--- src/rtl/cic_int.sv ---
// K-stage CIC interpolator by R: low-rate comb section, zero-stuffing, full-rate
// integrators, round-half-up and saturation into a registered output.
module cic_int #(
    parameter int Win  = 16,
    parameter int Wout = 18,
    parameter int R    = 2000,
    parameter int K    = 2,
    parameter int Ng   = 11
) (
    input  logic            clk,
    input  logic            ic_rst,
    input  logic [Win-1:0]  id_data,
    input  logic            ic_val_data,
    output logic            oc_rdy_data,
    output logic [Wout-1:0] od_data,
    output logic            oc_val_data,
    output logic            oc_unf,
    output logic            oc_ovf
);
    localparam int CW = Win + K;
    localparam int IW = Win + Ng;
    localparam int XW = IW + 1;
    localparam int D  = IW - Wout;
    localparam int PW = $clog2(R);
    localparam logic [PW-1:0]        PH_LAST = PW'(R - 1);
    localparam logic signed [XW-1:0] RND     = XW'((64'sd1 <<< D) >>> 1);
    localparam logic signed [XW-1:0] SAT_HI  = XW'((64'sd1 <<< (Wout - 1)) - 64'sd1);
    localparam logic signed [XW-1:0] SAT_LO  = XW'(-(64'sd1 <<< (Wout - 1)));

    typedef enum logic {S_IDLE = 1'b0, S_RUN = 1'b1} state_t;

    state_t                state_q, state_d;
    logic [PW-1:0]         phase_q, phase_d;
    logic signed [Win-1:0] sample_q, sample_d;
    logic [K-1:0]          ev_q, ev_d;
    logic signed [CW-1:0]  dly_q [K];
    logic signed [CW-1:0]  dly_d [K];
    logic signed [CW-1:0]  comb_q [K];
    logic signed [CW-1:0]  comb_d [K];
    logic signed [IW-1:0]  integ_q [K];
    logic signed [IW-1:0]  integ_d [K];
    logic [2*K-1:0]        live_q, live_d;
    logic                  val_q, val_d;
    logic [Wout-1:0]       od_q, od_d;

    logic                  run_s, last_s, inj_s;
    logic signed [CW-1:0]  cin_s [K];
    logic signed [IW-1:0]  isrc_s [K];
    logic signed [XW-1:0]  rnd_s, shr_s;

    assign run_s  = (state_q == S_RUN);
    assign last_s = run_s && (phase_q == PH_LAST);
    assign inj_s  = run_s && (phase_q == {PW{1'b0}});

    assign oc_rdy_data = !ic_rst && (!run_s || last_s);
    assign oc_unf      = !ic_rst && last_s && !ic_val_data;
    assign oc_ovf      = !ic_rst && run_s && !last_s && ic_val_data;
    assign od_data     = od_q;
    assign oc_val_data = val_q;

    // Request/accept sequencing; a missed request injects a zero sample.
    always_comb begin
        state_d  = state_q;
        phase_d  = phase_q;
        sample_d = sample_q;
        case (state_q)
            S_IDLE: begin
                if (ic_val_data) begin
                    state_d  = S_RUN;
                    phase_d  = {PW{1'b0}};
                    sample_d = $signed(id_data);
                end else begin
                    state_d  = S_IDLE;
                end
            end
            S_RUN: begin
                if (last_s) begin
                    phase_d  = {PW{1'b0}};
                    sample_d = ic_val_data ? $signed(id_data) : {Win{1'b0}};
                end else begin
                    phase_d  = phase_q + PW'(1);
                end
            end
            default: state_d = S_IDLE;
        endcase
    end

    // Stage inputs: each comb feeds the next, integrators chain from the zero-stuffed comb output.
    always_comb begin
        cin_s[0]  = CW'(sample_q);
        isrc_s[0] = ev_q[K-1] ? IW'(comb_q[K-1]) : {IW{1'b0}};
        for (int j = 1; j < K; j++) begin
            cin_s[j]  = comb_q[j-1];
            isrc_s[j] = integ_q[j-1];
        end
    end

    // ev_d[j] marks the cycle comb stage j sees the injection travelling down the chain.
    always_comb begin
        ev_d    = ev_q;
        dly_d   = dly_q;
        comb_d  = comb_q;
        integ_d = integ_q;
        live_d  = live_q;
        ev_d[0]   = inj_s;
        live_d[0] = run_s;
        for (int j = 1; j < K; j++) begin
            ev_d[j] = ev_q[j-1];
        end
        for (int j = 1; j < 2 * K; j++) begin
            live_d[j] = live_q[j-1];
        end
        for (int j = 0; j < K; j++) begin
            if (ev_d[j]) begin
                comb_d[j] = cin_s[j] - dly_q[j];
                dly_d[j]  = cin_s[j];
            end else begin
                comb_d[j] = comb_q[j];
                dly_d[j]  = dly_q[j];
            end
            if (run_s) begin
                integ_d[j] = integ_q[j] + isrc_s[j];
            end else begin
                integ_d[j] = integ_q[j];
            end
        end
        val_d = val_q | live_q[2*K-1];
    end

    // Round half up on the dropped LSBs, then clamp to the output range.
    always_comb begin
        rnd_s = XW'(integ_q[K-1]) + RND;
        shr_s = rnd_s >>> D;
        if (shr_s > SAT_HI) begin
            od_d = Wout'(SAT_HI);
        end else if (shr_s < SAT_LO) begin
            od_d = Wout'(SAT_LO);
        end else begin
            od_d = Wout'(shr_s);
        end
    end

    // State and datapath registers with synchronous reset.
    always_ff @(posedge clk) begin
        if (ic_rst) begin
            state_q  <= S_IDLE;
            phase_q  <= {PW{1'b0}};
            sample_q <= {Win{1'b0}};
            ev_q     <= {K{1'b0}};
            live_q   <= {(2*K){1'b0}};
            val_q    <= 1'b0;
            od_q     <= {Wout{1'b0}};
            for (int j = 0; j < K; j++) begin
                dly_q[j]   <= {CW{1'b0}};
                comb_q[j]  <= {CW{1'b0}};
                integ_q[j] <= {IW{1'b0}};
            end
        end else begin
            state_q  <= state_d;
            phase_q  <= phase_d;
            sample_q <= sample_d;
            ev_q     <= ev_d;
            live_q   <= live_d;
            val_q    <= val_d;
            od_q     <= od_d;
            for (int j = 0; j < K; j++) begin
                dly_q[j]   <= dly_d[j];
                comb_q[j]  <= comb_d[j];
                integ_q[j] <= integ_d[j];
            end
        end
    end
endmodule

--- config.mk ---
export PLATFORM = sky130hd
export DESIGN_NAME = cic_int
export DESIGN_NICKNAME = d
export VERILOG_FILES = /design/src/rtl/cic_int.sv
export SDC_FILE = /design/constraint.sdc
export NUM_CORES = 1
export LEC_CHECK = 0
export BUFFER_PORTS_ARGS = -buffer_cell sky130_fd_sc_hd__clkbuf_2
export CORE_UTILIZATION = 37
export CTS_CLUSTER_SIZE = 8
export DETAILED_ROUTE_END_ITERATION = 8
export SLEW_MARGIN = 20
export SYNTH_ARGS = -nofsm -noshare
export SYNTH_HDL_FRONTEND = slang
export SYNTH_SLANG_ARGS = --single-unit
--- constraint.sdc ---
create_clock -name clk -period 2.9 [get_ports clk]
set_clock_uncertainty 0.2 [all_clocks]
set_input_delay 0.145 -clock clk [delete_from_list [all_inputs] [get_ports clk]]
set_output_delay 0.145 -clock clk [all_outputs]
set_load 0.02 [all_outputs]
Yosys cells after proc, flatten, opt, wreduce, memory -nomap -nowiden
Index checks and enable logic that the tools add are counted.

Output and inout bits: 22. Register bits: 177. Memories kept: 0. Memory bits (read-only): 0. Input bits: 19. Latch bits: 0. Bits in writable memories: 0.

Multiplexer cells: 12. Shift operators: 0. Reductions and logical operators: 16. Magnitude comparators: 2. Multipliers: 0. $add $sub $neg: 6. Divide/modulo/power cells: 0. Bitwise logic cells: 2. Equal/unequal tests: 3.

Operator list (count): adder 27 bit (2); 2-to-1 mux 16 bit (3); one-hot mux 16 bit (2 select lines) (1); adder 27 x 10 -> 28 bit (second input constant) (1); 2-to-1 mux 27 bit (1); 2-to-1 mux 11 bit (2); one-hot mux 11 bit (2 select lines) (1); > comparator 19 x 18 -> 1 bit (second input constant) (1); less-than comparator 19 x 18 -> 1 bit (second input constant) (1); 2-to-1 mux 18 bit (1); subtractor 18 bit (1); 2-to-1 mux 17 bit (1); subtractor 16 x 16 -> 17 bit (1); adder 11 x 1 -> 11 bit (second input constant) (1); == test 11 bit (second input constant) (1); zero test 11 bit (1); logical AND 1 bit (8); zero test 1 bit (4); 2-to-1 mux 1 bit (2); inequality test 2 x 1 -> 1 bit (second input constant) (1); inequality test 2 bit (second input constant) (1); AND reduction 2 bit (1); OR reduction 2 bit (1); logical OR 1 bit (1); 2 further kinds (2).

Depth between registers and ports, before layout
Depth after elaboration: 5. Mapped depth: 13. Mapped depth without buffers: 12.

Least setup slack after synthesis
OpenSTA, ideal clock, no wires.

Kind: register -> register. From: register ev_q[1]. To: register integ_q[52] in the netlist's numbering. Library setup time: 0.095 ns. Clock period less this slack: 2.924 ns. Path buffers: 1. Slack: -0.024 ns. Arrival time: 2.629 ns. Cell stages (with the launch flop): 13. Cell sequence: dfxtp_1 > clkbuf_1 > and2_1 > ha_1 > nand4_1 > nor4b_2 > nor3_2 > o31ai_2 > a31o_1 > a21o_2 > a31oi_1 > or4b_1 > o311ai_1.

Longest elaborated chain between the ends: 2.

RTL lines: from (decl) (RTL line 35) `logic [K-1:0] ev_q, ev_d;`; from (signal assigned) (RTL line 149) `ev_q <= {K{1'b0}};`; from (signal assigned) (RTL line 162) `ev_q <= ev_d;`; 2-to-1 mux 27 bit (RTL line 91) `isrc_s[0] = ev_q[K-1] ? IW'(comb_q[K-1]) : {IW{1'b0}};`; adder 27 bit (RTL line 122) `integ_d[j] = integ_q[j] + isrc_s[j];`; to (signal, indexed assignment) (RTL line 156) `integ_q[j] <= {IW{1'b0}};`; to (signal, indexed assignment) (RTL line 169) `integ_q[j] <= integ_d[j];`; to (decl) (RTL line 40) `logic signed [IW-1:0] integ_q [K];`.

No other way between the ends. A chain may end at the register's enable or synchronous reset.

Final worst setup path
Same ends and word-level chain as after synthesis.

==> out/results.tsv <==
metric	value	unit
outcome	completed	
Synth top cells by count	dfxtp_1, nor2_1, nand2_1	
Period minus WS final	2870	ps
total power after layout	6.13	mW
via count	9338	
most frequent cell after synthesis	dfxtp_1	
antenna-violating nets left	0	
port bufs	40	
vias in the first global route	8849	
Detailed Place HPWL	17.5	mm
IO Pins	41	
H-tree depth	4	
WL per Instance	13.9	um
RSZ-0062 raised after global routing	yes	
Required @ worst endpoint	3030	ps
gpl congestion	0.879	
die area	29800	sq um
# fillers	2865	
CP max stage cell	or4b_1	
Die Ht	173	um
clock network power share	40.5	%
endpoints failing hold	0	
Initial DRC Count	518	
P&R area growth vs syn	20.6	%
first-pass GRT wire length	42.3	mm
max_slew headroom	44.2	%
Internal	4.42	mW
Peak Freq	349	MHz
final net count	1523	
Critical Path Source Type	register	
Clk Latency, worst-skew pair	430	ps
Max Cap Viol	0	
Initial Util	37.6	%
Rows	62	
Post-Syn Nets	1432	
Psw	1.72	mW
Syn Area/Cell	8.16	sq um
post-synthesis cell area	10800	sq um
Setup crit end kind	register	
WP data arrival	3000	ps
Comb pwr share	17.5	%
GRT Resource Usage Total	16.9	%
Cells after DPL	1754	
Residual DRC	0	
register clock-pin slew on the reported worst setup and hold paths	70	ps
initial antenna violation count	0	
CTS tree	done	
power per cell area	472	nW/um^2
total wire length	25.1	mm
Gate Count Post-Synth	1321	
CP cell instances	buf_6 -> buf_2 -> and2_1 -> ha_4 -> nand3_1 -> buf_4 -> o31ai_4 -> a31o_1 -> a21o_2 -> a31oi_1 -> or4b_1 -> o311ai_1	
chip width	173	um
worst-path fanout max	7	
Yosys cell types	69	
Slew @ Worst Pin	837	ps
setup ws final	31.4	ps
CP max stage delay	520	ps
Post-synth EDFFs	0	
Max clock buf depth	2	
Yosys Warn Count	0	
vias per cell	5.16	
# setup viols final	0	
ant diodes	0	
area leader, netlist	dfxtp_1	
ys async rst share	0	%
Clock Root Buffer	clkbuf_16	
Final Cycle Share	98.9	%
DP Worst Slack	-185	ps
Peak VDD IR	371	uV
Pins Over Slew Limit	0	
Flop pwr share	42.0	%
Sw Ratio	28.0	%
Leakage	5.46	nW
area share of the largest cell type after synthesis	32.5	%
main flop type after synthesis	dfxtp_1	
clock sink count	175	
share of cells above drive strength 1	15.7	%
#FFs+latches synth	175	
DR pass1 iterations	7	
CTS Buf Count	17	
top post-synthesis cells by area	dfxtp_1, ha_1, mux2i_1	
pin count of the biggest net entering global routing	178	
non-filler cells, final	1808	
Remaining Overflow, GRT	0	
kind of critical path	reg -> reg	
Hold Crit Class	reg -> reg	
area of the core	28700	sq um
register area share after synthesis	32.5	%
-- power by group through the flow --
stage | Combinational (mW) | Clock [mW] | Sequential (mW)
final | 1.08 | 2.48 | 2.58
after detailed placement | 1.03 | 0 | 2.63
after floorplan | 0.808 | 0 | 2.60
after global placement | 1.01 | 0 | 2.63
after CTS | 1.06 | 2.53 | 2.58
after global routing | 1.20 | 2.64 | 2.59
-- what timing repair did --
action	CTS	global route
resized for setup	30	47
setup endpoints to repair	14	26
hold buffers	17	0
pin swaps	22	27
setup buffers	4	3
endpoints found under the hold margin	18	0
-- stage by stage --
step | util (%) | cell area [sq um] | hold slack (ps) | TNS (ps)
after floorplan | - | 10800 | 99.6 | 0
after global placement | 41.2 | 11800 | 200 | -537
after detailed placement | 41.2 | 11800 | 213 | -1130
after CTS | 44.6 | 12800 | 240 | 0
after global routing | 45.3 | 13000 | 260 | -1030
final | 45.3 | 13000 | 239 | 0
-- logic make-up after synthesis --
group,count (synthesis),share of synthesized area (%)
simple gates,461,20.2
buf+inv,123,4.32
compound gates,319,18.9
fa+ha+maj,92,11.0
xor+xnor,76,6.17
mux,75,6.99
flops,175,32.5
-- worst max-delay path: cells and delay by family, from the launching register on --
| kind | cells | cell delay (ps) |
|---|---|---|
| simple gates | 3 | 810 |
| compound gates | 5 | 710 |
| buf+inv | 3 | 430 |
| flops | 1 | 340 |
| fa+ha+maj | 1 | 310 |
-- sequential cells by signal (all words and copies together), names as in the netlist --
| name | flops |
|---|---|
| sample_q | 16 |
| integ_q | 54 |
| comb_q | 18 |
| od_data | 18 |
| live_q | 4 |
| run_s | 1 |
| ev_q | 2 |
| oc_val_data | 1 |
| cin_s | 17 |
| phase_q | 11 |
| dly_q | 33 |
-- placed cells by master (no fill, tap or decap), drive strengths merged, types with 23 or more instances in the layout --
cell type	n
a21o	35
a21oi	104
and2	23
buf	76
clkbuf	58
dfxtp	175
ha	88
inv	69
mux2i	73
nand2	110
nand3	34
nor2	168
nor3	26
o21ai	64
xnor2	40
xor2	36
-- path summary, 6_finish.rpt --
check	from	endpoint	slack [ps]	cells after the start
worst min register to register	live_q[3]$_SDFF_PP0_	oc_val_data$_SDFF_PP0_	240	2
worst max-delay path	ev_q[1]$_SDFF_PP0_	integ_q[52]$_SDFFE_PP0P_	30	12
worst max register to register	ev_q[1]$_SDFF_PP0_	integ_q[52]$_SDFFE_PP0P_	30	12
worst min-delay path	live_q[3]$_SDFF_PP0_	oc_val_data$_SDFF_PP0_	240	2
-- layout make-up --
class | count | area (sq um) | area share (%)
well taps | 384 | 480 | 3.70
clock inverters | 12 | 175 | 1.35
flip-flops and latches | 175 | 3520 | 27.0
inverters | 63 | 236 | 1.82
repair buffers | 132 | 986 | 7.58
multi-input cells | 1023 | 7160 | 55.0
clock buffers | 19 | 453 | 3.48
-- metal layers --
layer	part of all wire, %	vias to the layer above	GRT usage (%)
met5	0	-	0
met4	1.8	0	5.35
met3	2.2	29	2.20
met2	49	131	29.6
met1	47	4309	21.3
li1	-	4869	-
Power figures use the tool's default switching activity.
